## src/rtl/data_mem_resp.sv

```systemverilog
// data_mem_resp: DEPTH x DW register data store answering one CPU read/write request at a time.
// Latency: read ack 2 edges after sampling (3 with DATA_MEM_WAIT_EN), write ack 2 edges; 1-cycle turnaround.
// Backpressure: requests are levels held until ack; ignored outside IDLE. Optional macro: DATA_MEM_WAIT_EN.
module data_mem_resp #(
    parameter int DW    = 16,
    parameter int AW    = 4,
    parameter int DEPTH = 16
) (
    input  logic          clk,
    input  logic          rst_n,
    input  logic          in_data_mem,
    input  logic [AW-1:0] adr_data,
    input  logic          write_data,
    input  logic [AW-1:0] adr_data_write,
    input  logic [DW-1:0] data_write,
    output logic [DW-1:0] data,
    output logic          out_data_mem
);

`ifdef DATA_MEM_WAIT_EN
    typedef enum logic [2:0] {S_IDLE, S_RD, S_WAIT, S_WR, S_DONE} state_t;
`else
    typedef enum logic [2:0] {S_IDLE, S_RD, S_WR, S_DONE} state_t;
`endif

    localparam logic [AW:0] LP_DEPTH = DEPTH[AW:0];

    state_t        r_state;
    state_t        w_state_nxt;
    logic [AW-1:0] r_addr;
    logic [DW-1:0] r_wdat;
    logic [DW-1:0] r_mem [DEPTH];

    logic          w_lat_wr;
    logic          w_lat_rd;
    logic          w_rd_done;
    logic          w_wr_do;
    logic          w_in_range;
    logic [DW-1:0] w_rd_word;

    always_ff @(posedge clk or negedge rst_n) begin
        if (!rst_n) begin
            r_state <= S_IDLE;
        end else begin
            r_state <= w_state_nxt;
        end
    end

    always_comb begin
        w_state_nxt = r_state;
        w_lat_wr    = 1'b0;
        w_lat_rd    = 1'b0;
        w_rd_done   = 1'b0;
        w_wr_do     = 1'b0;
        case (r_state)
            S_IDLE: begin
                // Write wins a tie; the read stays asserted and is taken on the next IDLE.
                if (write_data) begin
                    w_lat_wr    = 1'b1;
                    w_state_nxt = S_WR;
                end else if (in_data_mem) begin
                    w_lat_rd    = 1'b1;
                    w_state_nxt = S_RD;
                end
            end
`ifdef DATA_MEM_WAIT_EN
            S_RD: begin
                w_state_nxt = S_WAIT;
            end
            S_WAIT: begin
                w_rd_done   = 1'b1;
                w_state_nxt = S_DONE;
            end
`else
            S_RD: begin
                w_rd_done   = 1'b1;
                w_state_nxt = S_DONE;
            end
`endif
            S_WR: begin
                w_wr_do     = 1'b1;
                w_state_nxt = S_DONE;
            end
            S_DONE: begin
                w_state_nxt = S_IDLE;
            end
            default: begin
                w_state_nxt = S_IDLE;
            end
        endcase
    end

    // Addresses beyond DEPTH read as zero and swallow writes.
    assign w_in_range = ({1'b0, r_addr} < LP_DEPTH);
    assign w_rd_word  = w_in_range ? r_mem[r_addr] : '0;

    always_ff @(posedge clk or negedge rst_n) begin
        if (!rst_n) begin
            r_addr <= '0;
            r_wdat <= '0;
        end else if (w_lat_wr) begin
            r_addr <= adr_data_write;
            r_wdat <= data_write;
        end else if (w_lat_rd) begin
            r_addr <= adr_data;
        end
    end

    always_ff @(posedge clk or negedge rst_n) begin
        if (!rst_n) begin
            for (int i = 0; i < DEPTH; i++) begin
                r_mem[i] <= '0;
            end
        end else if (w_wr_do && w_in_range) begin
            r_mem[r_addr] <= r_wdat;
        end
    end

    always_ff @(posedge clk or negedge rst_n) begin
        if (!rst_n) begin
            data         <= '0;
            out_data_mem <= 1'b0;
        end else begin
            out_data_mem <= w_rd_done | w_wr_do;
            if (w_rd_done) begin
                data <= w_rd_word;
            end
        end
    end

endmodule

```

## config.mk

```make
export PLATFORM = sky130hd
export DESIGN_NAME = data_mem_resp
export DESIGN_NICKNAME = d
export VERILOG_FILES = /design/src/rtl/data_mem_resp.sv
export SDC_FILE = /design/constraint.sdc
export NUM_CORES = 1
export LEC_CHECK = 0
export BUFFER_PORTS_ARGS = -buffer_cell sky130_fd_sc_hd__buf_4
export CORE_MARGIN = 4
export CORE_UTILIZATION = 65
export CTS_CLUSTER_SIZE = 24
export DETAILED_ROUTE_END_ITERATION = 16
export HOLD_SLACK_MARGIN = 0.15
export PLACE_DENSITY = 0.83
export SYNTH_ARGS = -nofsm -noshare
export SYNTH_HDL_FRONTEND = slang
export SYNTH_SLANG_ARGS = --single-unit
```

## constraint.sdc

```tcl
create_clock -name clk -period 3.5 [get_ports clk]
set_clock_uncertainty 0.1 [all_clocks]
set_input_delay 0.7 -clock clk [delete_from_list [all_inputs] [get_ports clk]]
set_output_delay 0.7 -clock clk [all_outputs]
set_load 0.005 [all_outputs]
```

; After elaboration in Yosys (flattened, before gate mapping)
; Index checks and enable logic that the tools add are counted.
[totals]
mem_count = 0
latch_bits = 0
reg_bits = 296
ram_bits = 0
out_inout_bits = 17
rom_bits = 0
word_cells = 50
inputBits = 28
[classes]
div = 0
n_mux = 18
reduce_logical = 4
mul = 0
addsub = 0
eq_ne = 3
n_bitwise = 2
order_cmp = 2
n_shift = 0
[ops]
columns = cell, count
row1 = $bwmux W256, 1
row2 = $bmux W16 S4, 1
row3 = $demux W16 S4, 1
row4 = $mux W16, 3
row5 = $mux W4, 2
row6 = $mux W1, 7
row7 = $mux W3, 2
row8 = $pmux W3 S2, 1
row9 = $ge A5 B5 Y1 const B, 1
row10 = $lt A5 B1 Y1 const B, 1
row11 = $not A4 Y5, 1
row12 = $eq A3 B1 Y1 const B, 1
row13 = $eq A3 B2 Y1 const B, 1
row14 = $logic_not A3 Y1, 1
row15 = $ne A3 B3 Y1 const B, 1
row16 = $reduce_bool A2 Y1, 1
row17 = $reduce_or A2 Y1, 1
row18 = $logic_and A1 B1 Y1, 1
row19 = $or A1 B1 Y1, 1

; Longest topological paths before layout
; Gate-level depths: netlist (run 1).
[depth]
ltp_word = 6
mapped_depth = 7
depth_no_buf = 5

; Worst setup path after synthesis (run 1)
; Ideal clock, no wire load.
[synth_path]
kind = register to register
from = register r_state[0]
to = register r_mem[181] in the netlist's numbering
setup_slack_ns = 1.562
synth_period_minus_slack_ns = 1.938
setup_ns = 0.125
required_time_ns = 3.275
path_stages_with_launch = 7
n_path_buf = 1
t_arrival_ns = 1.714
path_cell_list = dfrtp_1 > inv_1 > ha_1 > nand3b_1 > nor3_4 > buf_4 > mux2_2
[synth_between]
elab_chain_len = 2
[synth_lines]
columns = element, line
row1 = start: declaration, 28  ; state_t r_state;
row2 = start signal: assignment, 45  ; r_state <= w_state_nxt;
row3 = $eq A3 B2 Y1, 55  ; case (r_state)
row4 = $mux W1, 55
row5 = end signal: indexed assignment, 115  ; r_mem[r_addr] <= r_wdat;
row6 = end: declaration, 32  ; logic [DW-1:0] r_mem [DEPTH];
; No other way between the ends.
; A chain may end at the register's enable or synchronous reset.

; Final worst setup path (run 1)
[layout_path]
from = register r_state[0]
to = register r_mem[251] in the netlist's numbering
; The elaborated chain is that of the path after synthesis.

==> summary.txt, run 1 <==
Status = finished, final reports clean
Initial antenna violation count = 0
Max_cap viols = 0
Cells along the critical path = inv_1 -> ha_1 -> nor3b_2 -> nand2_1 -> mux2_2
Global-route wire length before repair = 46700 um
VDD IR max = 0.665 mV
Final worst setup slack = 1.00 ns
Syn Inst Count = 925
Die Y = 151 um
Fmax = 400 MHz
Most frequent cells in the layout = 293 x dfrtp_1, 269 x mux2_2, 97 x mux2i_1
Die X = 151 um
Slowest stage delay, CP = 0.63 ns
Setup-failing EPs final = 0
GRT Total Usage = 0.265
Sw Ratio = 0.331
Final min period = 2.50 ns
Setup tns final = 0 ns
First-pass DRT Iterations = 4
Crit share post-route = 0.713
Crit-path slowest cell = nand2_1
Clk slew on worst S/H paths = 0.06 ns
Sequential area share after synthesis = 0.559
Syn Area/Cell = 14.3 um2
Vias in the first global route = 8531
Pwr Total = 0.0137 W
Cts bufs inserted = 29
CP Buf/Inv Count = 1
Max clock buf depth = 3
Port Buffers = 44
HPWL Detailed = 17800 um
Leading area contributor after synthesis = dfrtp_1
CP Max Fanout = 16
Iteration-0 DRC Markers = 389
Area of the mapped netlist = 13200 um2
Leak pwr = 6.72 nW
HP Class = input pin to flip-flop
Fillers = 1213
Share of post-route cells with drive strength above 1 = 0.430
Mux share of post-synthesis cell area = 0.333
Clock Power Share = 0.233
Combinational Power Share = 0.310
Fin. max-slew vios = 0
DRC = 0
Synth Area in Adders = 0.00379
Final RePlAce weighted congestion = 0.768
Post-synth top area share = 0.559
Post-Synth Simple-Gate Area = 0.0338
XOR/XNOR Fraction of Synth Area = 0
# nets final = 989
Worst skew pair latency = 0.54 ns
Gr ovfl total = 0
YS warnings = 0
Most common cell after layout, fill and taps aside = dfrtp_1
CP delay by family, top = simple AND/OR/NAND/NOR gates
DP Worst Slack = 1.03 ns
Net Switching = 0.00454 W
Clock root buffer = clkbuf_16
Final Hold Fails = 0
Power Density = 927 nW/um2
ANT cells = 0
Ports = 45
Antenna-violating nets left = 0
Relative slew slack = 0.170
Area Overhead vs Synth = 11.9%
Pint = 0.00916 W
Net Count, Synth = 957
PostCTS Resize Cnt = 0
Cells after DPL = 1190
Core Rows = 51
H-tree depth = 1
CP arrival = 2.82 ns
CTS tree = yes
Ranking of synthesized cells by area = dfrtp_1 56%, mux2_2 23%, mux2i_1 7.3%
Vias = 7924
Synth cell types = 31
Drt wl/cell = 23.0 um
Critical path type = flip-flop to flip-flop
Sink Count = 295
Post-CTS Setup Bufs = 0
Flop and latch count out of synthesis = 295
Pin count of the biggest net entering global routing = 106
Die area = 22700 um2
Synth Area in Compound Gates = 0.0436
DR vias/cell = 6.36
Core area = 19700 um2
Initial Utilization = 0.670
Startpoint type of the worst setup path = flip-flop
Slew @ Worst Pin = 1.24 ns
Drt total wl = 28700 um
RSZ-0062 raised after global routing = false
Final hold slack = 0.289 ns
Fin cells = 1245
Seq pwr share = 0.457
Critical Path RT = 3.82 ns
CP Capture Type = flip-flop
Largest family of logic cells by synthesized area = multiplexers
[sequential cells by signal (all words and copies together) (netlist names)]
name and count:
data 16, r_mem 256, r_addr 4, out_data_mem 1
r_wdat 16, r_state 2
[worst paths after layout]
path,start,end,slack [ns],depth (start not counted)
max,r_state[0]$_DFFE_PN0P_,r_mem[251]$_DFFE_PN0P_,1.00,5
min,data_write[7],r_wdat[7]$_DFFE_PN0P_,0.29,2
max reg2reg,r_state[0]$_DFFE_PN0P_,r_mem[251]$_DFFE_PN0P_,1.00,5
min reg2reg,r_mem[119]$_DFFE_PN0P_,r_mem[119]$_DFFE_PN0P_,0.39,1
max in group asynchronous,rst_n,r_mem[77]$_DFFE_PN0P_,1.82,3
min in group asynchronous,rst_n,r_mem[192]$_DFFE_PN0P_,0.57,2
[Yosys cell counts, drive strengths merged]
| library cell | instances |
|---|---|
| o22ai | 32 |
| mux2i | 97 |
| dfrtp | 295 |
| or3b | 1 |
| ha | 4 |
| a22o | 4 |
| a31oi | 16 |
| o21ai | 20 |
| mux4 | 16 |
| nand3b | 9 |
| a221oi | 16 |
| mux2 | 272 |
| nor3 | 4 |
| buf | 39 |
| nor2b | 4 |
| inv | 2 |
| nand2b | 3 |
| nand2 | 14 |
| clkbuf | 31 |
| nor2 | 42 |
| nor3b | 1 |
| nand3 | 2 |
| and2 | 1 |
[logic make-up after synthesis]
family	count (synthesis)
flip-flops	295
multiplexers	385
buffers and inverters	72
AO/OA/AOI/OAI	88
adder cells (fa/ha/maj)	4
AND/OR/NAND/NOR	81
[metrics by stage]
| step | util | area [um2] |
|---|---|---|
| after floorplan | - | 13200 |
| after global placement | 0.699 | 13800 |
| after detailed placement | 0.699 | 13800 |
| after CTS | 0.750 | 14800 |
| after global routing | 0.750 | 14800 |
| final | 0.750 | 14800 |
[per-layer routing]
layer	GRT usage	wire length (um)	vias up	part of all wire
met3	0.0364	1170	57	0.041
li1	-	-	3477	-
met4	0.0737	705	0	0.025
met1	0.350	11900	4183	0.41
met2	0.464	14900	207	0.52
met5	0	0	-	0
[area by class of cell]
class | count | area, um2 | area share
Inverter | 2 | 7.51 | 0.000508
Clock inverter | 13 | 163 | 0.0110
Timing Repair Buffer | 71 | 593 | 0.0401
Multi-Input combinational cell | 558 | 5470 | 0.370
Sequential cell | 295 | 7390 | 0.500
Tap cell | 265 | 332 | 0.0224
Clock buffer | 41 | 831 | 0.0562
[worst register-to-register path: stages (launching register included)]
cell     delay, ns
dfrtp_1       0.41
inv_1         0.10
ha_1          0.26
nor3b_2       0.37
nand2_1       0.63
mux2_2        0.52
[power by group through the flow]
stage | clock network (W) | logic [W] | registers, W
after floorplan | 0 | 0.00358 | 0.00552
after global placement | 0 | 0.00408 | 0.00618
after detailed placement | 0 | 0.00425 | 0.00627
after CTS | 0.00323 | 0.00429 | 0.00624
after global routing | 0.00337 | 0.00464 | 0.00645
final | 0.00319 | 0.00425 | 0.00626
[repair_timing]
action / in CTS / in global routing
hold buffers: 1 / 0
hold endpoints to repair: 48 / 0
setup endpoints to repair: 0 / 0
Note: power is estimated with default switching activity, not from simulation.
==> run 2: changes to the inputs <==
CORE_UTILIZATION = 62   (was 65)
PLACE_DENSITY = 0.8   (was 0.83)
clock period = 2.57 ns   (was 3.5 ns; I/O delays follow)
==> run 2 against run 1 <==
Via count increased by 0.27%. Cell count increased by 3.3%. Count of clock-buffer cells in the layout increased by 2. Global-route usage decreased by 1.6 points. Final area increased by 2.5%.
==> summary.txt, run 2 (same netlist as run 1, synthesis figures left out) <==
Status = finished, final reports clean
CP arrival = 2.69 ns
Final RePlAce weighted congestion = 0.811
Power Density = 1250 nW/um2
First-pass DRT Iterations = 5
Crit path from = r_addr[2]$_DFFE_PN0P_
FF-to-FF path depth = 6
Hold Path End = r_addr[3]$_DFFE_PN0P_
Top reg by flops = r_mem
Initial Utilization = 0.628
Critical path type = flip-flop to flip-flop
R2R Path End = data[4]$_DFFE_PN0N_
Worst skew pair latency = 0.56 ns
Clock root buffer = clkbuf_16
Cells along the critical path = buf_4 -> buf_4 -> mux2i_1 -> a221oi_1 -> o21ai_0 -> a31oi_1
Die area = 23700 um2
Antenna-violating nets left = 0
Die X = 154 um
Min-Delay Startpoint = adr_data_write[3]
VDD IR max = 0.734 mV
HPWL Detailed = 18100 um
Setup-failing EPs final = 0
Ports = 45
CP Buf/Inv Count = 2
Worst path most repeated cell = buf_4
Startpoint type of the worst setup path = flip-flop
Post-CTS Setup Bufs = 0
Crit share post-route = 0.904
Crit-path slowest cell = dfrtp_2
Max reg flops = 256
Vias in the first global route = 8501
CP delay by family, top = flip-flops
Hold Path Depth = 4
Final hold slack = 0.205 ns
Die Y = 154 um
Final min period = 2.32 ns
Max_cap viols = 0
Fin. max-slew vios = 0
Clk slew on worst S/H paths = 0.06 ns
Critical Path RT = 2.94 ns
Core Rows = 53
Vias = 7945
RSZ-0062 raised after global routing = false
Port Buffers = 44
Share of post-route cells with drive strength above 1 = 0.434
FF-to-FF Start = r_addr[2]$_DFFE_PN0P_
Fin util = 0.720
Slew @ Worst Pin = 0.772 ns
HP Class = input pin to flip-flop
Most frequent cells in the layout = 293 x dfrtp_1, 269 x mux2_2, 97 x mux2i_1
DP Worst Slack = 0.265 ns
Levels on crit path = 6
Setup tns final = 0 ns
CTS tree = yes
Drt wl/cell = 22.3 um
CP Capture Type = flip-flop
Final worst setup slack = 0.247 ns
Sink Count = 295
Pin count of the biggest net entering global routing = 76
Max clock buf depth = 3
ANT cells = 0
Most common cell after layout, fill and taps aside = dfrtp_1
Initial antenna violation count = 0
CP Max Fanout = 23
Fmax = 430 MHz
Fillers = 1345
# nets final = 1019
H-tree depth = 1
GRT Total Usage = 0.249
Drt total wl = 28700 um
Regs by FF count = r_mem: 256 flops, data: 16 flops, r_wdat: 16 flops
DRC = 0
Final Hold Fails = 0
Area Overhead vs Synth = 14.6%
Core area = 21000 um2
Leak pwr = 6.91 nW
Reg-to-reg slack, setup = 0.25 ns
Relative slew slack = 0.485
Global-route wire length before repair = 47200 um
Cts bufs inserted = 30
Slowest stage delay, CP = 0.73 ns
Iteration-0 DRC Markers = 420
Gr ovfl total = 0
DR vias/cell = 6.18
## run 2: changes by cell type in the layout (fill, tap and decap cells not counted), moves of 2 or more
cell and delta:
buf_12 +2, buf_4 +11, clkbuf_1 -3, clkbuf_8 +4, clkinv_2 +3, clkinvlp_4 -3
dlygate4sd3_1 +16
## run 2: cell type report
| class | count | area [um2] | share of cell area |
|---|---|---|---|
| sequential | 295 | 7390 | 0.488 |
| multi-input combinational | 558 | 5470 | 0.361 |
| clock buffer | 43 | 900 | 0.0594 |
| timing repair buffer | 100 | 876 | 0.0578 |
| tap | 275 | 344 | 0.0227 |
| clock inverter | 13 | 163 | 0.0107 |
| inverter | 2 | 7.51 | 0.000496 |
## run 2: report_power, final
group | internal (W) | leakage (nW) | switching [W] | total [W]
Sequential | 0.00665 | 3.80 | 0.00178 | 0.00843
Clock | 0.00274 | 0.530 | 0.00179 | 0.00452
Combinational | 0.00333 | 2.58 | 0.00260 | 0.00592
## run 2: tightest hold or removal path, cell delays in order
cell and delay (ns):
buf_4 0.08, nand2_1 0.04, nand2_1 0.07, a22o_1 0.12
## run 2: how the worst max path moves through the flow
stage / slack, ns / end
6_report: 0.25 / data[4]$_DFFE_PN0N_
5_1_grt: 0.1 / r_mem[196]$_DFFE_PN0P_
4_1_cts: 0.26 / data[4]$_DFFE_PN0N_
3_5_place_dp: 0.26 / data[4]$_DFFE_PN0N_
3_3_place_gp: 0.27 / data[15]$_DFFE_PN0N_
2_1_floorplan: 0.63 / r_mem[181]$_DFFE_PN0P_
## run 2: metrics by stage
step | cells | power [W] | instance area (um2)
after floorplan | 925 | 0.0124 | 13200
after detailed placement | 1213 | 0.0144 | 13900
after CTS | 1286 | 0.0190 | 15100
after global routing | 1286 | 0.0200 | 15100
final | 1286 | 0.0189 | 15100
after global placement | 1213 | 0.0140 | 13900
## run 2: routing by layer
metal	vias to the layer above	share of wire	global-route usage	wire (um)
li1	3512	-	-	-
met1	4230	0.43	0.342	12200
met2	148	0.51	0.422	14500
met3	55	0.043	0.0338	1240
met4	0	0.025	0.0660	728
met5	-	0	0	0
## run 2: repair_timing
| item | CTS | global route |
|---|---|---|
| hold buffers | 17 | 0 |
| gates resized for setup | 0 | 0 |
| hold endpoints to repair | 67 | 0 |
